--- src/rtl/serial_pkg.sv ---
// Types and helpers for the single-wire bit-serial link, used by the receiver and the
// future transmitter.
package serial_pkg;

  typedef enum logic [2:0] {
    IDLE,
    START,
    DATA,
    PARITY,
    STOP,
    WAIT_HI
  } rx_state_t;

  // Even parity over up to 16 data bits. Narrower words are zero-extended by the caller.
  function automatic logic even_parity(input logic [15:0] d);
    return ^d;
  endfunction

endpackage

--- src/rtl/serial_rx_fsm_sync2.sv ---
// Two-flop synchronizer for the asynchronous serial line. The reset value is a parameter
// so that the line reads idle-high coming out of reset.
module sync2 #(
  parameter logic RST_VAL = 1'b1
) (
  input  logic clock,
  input  logic reset,
  input  logic d,
  output logic q
);

  logic [1:0] ff;

  always_ff @(posedge clock) begin
    if (reset) ff <= {RST_VAL, RST_VAL};
    else       ff <= {ff[0], d};
  end

  assign q = ff[1];

endmodule

--- src/rtl/serial_rx_fsm.sv ---
// Serial link receiver. Samples at bit centres, deframes start/data/parity/stop, and
// presents each frame with its status through a one-entry valid/ready buffer.
module serial_rx_fsm
  import serial_pkg::*;
#(
  parameter int DATA_W       = 8,
  parameter int CLKS_PER_BIT = 16,
  parameter int PARITY_EN    = 1
) (
  input  logic              clock,
  input  logic              reset,
  input  logic              In,
  output logic [DATA_W-1:0] data_out,
  output logic              valid,
  input  logic              ready,
  output logic              parity_err,
  output logic              frame_err,
  output logic              overrun
);

  localparam int CW = $clog2(CLKS_PER_BIT);
  localparam int IW = (DATA_W > 1) ? $clog2(DATA_W) : 1;
  localparam logic [CW-1:0] CNT_LAST = CW'(CLKS_PER_BIT - 1);
  localparam logic [CW-1:0] CNT_HALF = CW'(CLKS_PER_BIT / 2 - 1);
  localparam logic [IW-1:0] IDX_LAST = IW'(DATA_W - 1);

  rx_state_t         state, state_nx;
  logic [CW-1:0]     cnt, cnt_nx;
  logic [IW-1:0]     idx, idx_nx;
  logic [DATA_W-1:0] shreg, shreg_nx;
  logic              perr, perr_nx;
  logic              in_s;
  logic              done, ferr_now, bit_end, load;

  sync2 #(.RST_VAL(1'b1)) u_sync (
    .clock (clock),
    .reset (reset),
    .d     (In),
    .q     (in_s)
  );

  assign bit_end = (cnt == CNT_LAST);

  always_comb begin
    state_nx = state;
    cnt_nx   = cnt;
    idx_nx   = idx;
    shreg_nx = shreg;
    perr_nx  = perr;
    done     = 1'b0;
    ferr_now = 1'b0;
    case (state)
      IDLE: begin
        cnt_nx = '0;
        if (!in_s) state_nx = START;
      end
      START: begin
        if (cnt == CNT_HALF) begin
          cnt_nx   = '0;
          idx_nx   = '0;
          perr_nx  = 1'b0;
          state_nx = in_s ? IDLE : DATA;
        end else cnt_nx = cnt + 1'b1;
      end
      DATA: begin
        if (bit_end) begin
          cnt_nx   = '0;
          // Line is LSB first, so each new bit enters at the top and drifts down.
          shreg_nx = shreg >> 1;
          shreg_nx[DATA_W-1] = in_s;
          if (idx == IDX_LAST) state_nx = (PARITY_EN != 0) ? PARITY : STOP;
          else                 idx_nx   = idx + 1'b1;
        end else cnt_nx = cnt + 1'b1;
      end
      PARITY: begin
        if (bit_end) begin
          cnt_nx   = '0;
          perr_nx  = even_parity(16'(shreg)) ^ in_s;
          state_nx = STOP;
        end else cnt_nx = cnt + 1'b1;
      end
      STOP: begin
        if (bit_end) begin
          cnt_nx   = '0;
          done     = 1'b1;
          ferr_now = !in_s;
          state_nx = in_s ? IDLE : WAIT_HI;
        end else cnt_nx = cnt + 1'b1;
      end
      WAIT_HI: begin
        if (in_s) state_nx = IDLE;
      end
      default: state_nx = IDLE;
    endcase
  end

  always_ff @(posedge clock) begin
    if (reset) begin
      state <= IDLE;
      cnt   <= '0;
      idx   <= '0;
      shreg <= '0;
      perr  <= 1'b0;
    end else begin
      state <= state_nx;
      cnt   <= cnt_nx;
      idx   <= idx_nx;
      shreg <= shreg_nx;
      perr  <= perr_nx;
    end
  end

  // A completing frame may take the slot when it is empty or being drained this cycle.
  assign load = done && (!valid || ready);

  always_ff @(posedge clock) begin
    if (reset) begin
      valid      <= 1'b0;
      data_out   <= '0;
      parity_err <= 1'b0;
      frame_err  <= 1'b0;
      overrun    <= 1'b0;
    end else begin
      overrun <= done && !load;
      if (load) begin
        valid      <= 1'b1;
        data_out   <= shreg;
        parity_err <= perr;
        frame_err  <= ferr_now;
      end else if (valid && ready) begin
        valid <= 1'b0;
      end
    end
  end

endmodule
--- config.mk ---
export PLATFORM = sky130hd
export DESIGN_NAME = serial_rx_fsm
export DESIGN_NICKNAME = d
export VERILOG_FILES = /design/src/rtl/serial_pkg.sv /design/src/rtl/serial_rx_fsm_sync2.sv /design/src/rtl/serial_rx_fsm.sv
export SDC_FILE = /design/constraint.sdc
export NUM_CORES = 1
export LEC_CHECK = 0
export BUFFER_PORTS_ARGS = -buffer_cell sky130_fd_sc_hd__buf_2
export CAP_MARGIN = 30
export CORE_ASPECT_RATIO = 1.75
export CORE_MARGIN = 2
export CORE_UTILIZATION = 40
export DETAILED_ROUTE_END_ITERATION = 6
export RECOVER_POWER = 25
export SLEW_MARGIN = 20
export SYNTH_ARGS = -nofsm -noshare
export SYNTH_HDL_FRONTEND = slang
export SYNTH_SLANG_ARGS = --single-unit
--- constraint.sdc ---
create_clock -name clock -period 3.5 [get_ports clock]
set_input_delay 0.7 -clock clock [delete_from_list [all_inputs] [get_ports clock]]
set_output_delay 0.7 -clock clock [all_outputs]
set_load 0.01 [all_outputs]
==> flow_summary_export.csv <==
group,metric,value,unit
critical_path,r2r-end,"frame_err",
critical_path,critPathMaxStageDelay,1.00,ns
sta,fin_crit,2.06,ns
synthesis,synth.avg_cell_area,9.64,um^2
synthesis,ys_top_cells_by_count,"dfxtp_1, nor2_1, mux2i_1",
pwr,sw_frac_of_total,0.212,
sta,maxClockFrequency,486,MHz
synthesis,synth_edf_count,0,
critical_path,critical_path.slowest_cell,"clkbuf_1",
cts,root_buffer,"clkbuf_8",
critical_path,rrSetupSlack,1.45,ns
cts,clock_path_buffers,2,
sta,rsz0062_at_grt,"no",
synthesis,syn_area,1480,um^2
global_route,grt_max_degree,35,
detailed_routing,drc,0,
worst_hold_path,min_path_type,"reg -> reg",
detailed_routing,wl,2800,um
cts,cts_hold_buf,0,
global_route,grt_use_total,0.151,
floorplanning,io_pins,16,
critical_path,crit_path_end,"perr",
critical_path,cp_num_cells,4,
synthesis,synth.net_count,161,
placed_design,port_buffers,15,
floorplanning,fp.dieH,84.6,um
cts,cts_resized,0,
global_route,gr-total-overflow,0,
pwr,switchingPower,138,uW
detailed_routing,vias_per_cell,5.51,
sta,hold_violations,0,
global_route,antenna_found_initial,0,
layout,final_util,0.457,
pwr,power_frac_comb,0.026,
run_status,status,"finished, final reports clean",
critical_path,worst-path-buf-inv,2,
cts,cts_max_level,2,
sta,setup_tns,0,ns
sta,fin_crit_sh,0.588,
critical_path,worstPathCellList,"clkbuf_1, inv_1, o311ai_0, o311ai_1",
layout,syn2layout_area_growth,10.6,%
worst_hold_path,min_from,"u_sync.ff[0]",
cts,cts.sinks,33,
synthesis,synth.largest_area_cell,"dfxtp_1",
synthesis,ys_seq_area_frac,0.445,
critical_path,crit_path_end_kind,"flip-flop",
synthesis,synth_cell_types,39,
critical_path,critical_path_arrival,2.17,ns
pwr,clkPwrFrac,0.389,
pwr,vdd_drop_max,0.267,mV
critical_path,critPathTopFamily,"buffers and inverters",
layout,layout-drive-gt1-share,0.108,
placed_design,place.gp.congestion,0.777,
synthesis,async_flop_share,0,
pwr,power_frac_seq,0.585,
floorplanning,dieArea,4230,um^2
placed_design,dp_slack,1.40,ns
global_route,grt_pass1_vias,1145,
synthesis,synth_flop_cell,"dfxtp_1",
layout,finalNetCount,174,
floorplanning,rows,29,
cts,clk_latency,0.28,ns
cts,postCtsSetupBuffers,0,
pwr,p_int,515,uW
sta,final-setup-viol-count,0,
sta,tightest_slew,1.41,ns
cts,cts_tree,"yes",
pwr,p_per_area,398,nW/um^2
detailed_routing,drt_iter0_markers,24,
critical_path,start_kind,"primary input",
critical_path,cp_max_fo,34,
synthesis,ys_ff_latch,33,
detailed_routing,vias,1169,
cts,cts_buffers,5,
pwr,power.leakage,0.656,nW
floorplanning,die_width,50.0,um
critical_path,crit_start,"reset",
placed_design,dp_hpwl,2000,um
pwr,total_power,653,uW
detailed_routing,wl_per_cell,13.2,um
sta,slew_viol_final,0,
floorplanning,coreArea,3590,um^2
synthesis,synth_most_common_cell,"dfxtp_1",
layout,antenna_cells,0,
synthesis,synth.top_cell.area_share,0.445,
critical_path,required,3.61,ns
critical_path,reg2reg_from,"cnt[0]",
synthesis,synthCells,154,
synthesis,synthTopCellsByArea,"dfxtp_1, mux2i_1, nor2_1, xnor3_1, ha_1",
critical_path,reg2regPathDepth,5,
sta,maxSlewHeadroom,0.0588,
cts,path_clk_slew,0.06,ns
synthesis,ys_warn_count,0,
sta,fin_ws,1.44,ns
job,maxCapViolations,0,
sta,clock_skew,0.00549,ns
floorplanning,start_util,0.413,
sta,whs,0.418,ns
critical_path,critPathKind,"in -> reg",
global_route,grt_pass1_wl,4920,um
detailed_routing,ant_nets,0,
detailed_routing,dr.pass1.iters,4,
[power groups by stage]
stage	Combinational (mW)	Clock [mW]	Sequential (mW)
after floorplan	0.0151	0	0.388
after CTS	0.0172	0.265	0.382
after detailed placement	0.0172	0	0.390
final	0.0169	0.254	0.382
after global placement	0.0165	0	0.390
after global routing	0.0190	0.280	0.382
[cell type report]
class                           count  area (um^2)
Multi-Input combinational cell    111          779
Inverter                            1         3.75
Sequential cell                    33          661
Clock buffer                        5         68.8
Clock inverter                      1         5.00
Fill cell                         352         1950
Tap cell                           46         57.6
Timing Repair Buffer               15         66.3
[layer usage]
layer / share of wire / vias to the layer above / track usage
met5: 0 / - / 0
met4: 0.021 / 0 / 0.0808
met3: 0.042 / 5 / 0.0516
met2: 0.55 / 32 / 0.264
met1: 0.38 / 555 / 0.153
li1: - / 577 / -
[worst min path at each step]
stage | to | depth (start not counted)
6_report | u_sync.ff[1] | 1
5_1_grt | u_sync.ff[1] | 1
4_1_cts | u_sync.ff[1] | 1
3_5_place_dp | u_sync.ff[1] | 1
3_3_place_gp | u_sync.ff[1] | 1
2_1_floorplan | u_sync.ff[1] | 1
[kinds of logic after synthesis]
kind of cell / Yosys count / synth area share
XOR/XNOR: 6 / 0.0540
buffers and inverters: 10 / 0.0295
AO/OA/AOI/OAI: 26 / 0.116
multiplexers: 19 / 0.128
flip-flops: 33 / 0.445
AND/OR/NAND/NOR: 57 / 0.202
adder cells (fa/ha/maj): 3 / 0.0253
[flip-flops by register name, summed over array words and instances, names as in the netlist]
signal and flops:
cnt 4, overrun 1, perr 1, data_out 8, valid 1, frame_err 1
u_sync.ff 2, shreg 8, idx 3, state 3, parity_err 1
[cells in the final DEF (no fill, tap or decap), drive strengths merged, types with 3 or more instances in the layout]
master   n
a21oi    5
nor3b    3
nand3    5
ha       3
mux2i   19
or2      3
nand2    7
buf      8
clkbuf  12
nor3     4
dfxtp   33
o21ai    5
nor2    25
a31oi    4
[through the flow]
stage                     instance area [um^2]  instances
after floorplan                           1480        154
after global placement                    1580        206
after detailed placement                  1580        206
after CTS                                 1650        212
after global routing                      1640        212
final                                     1640        212
Power figures use the tool's default switching activity.
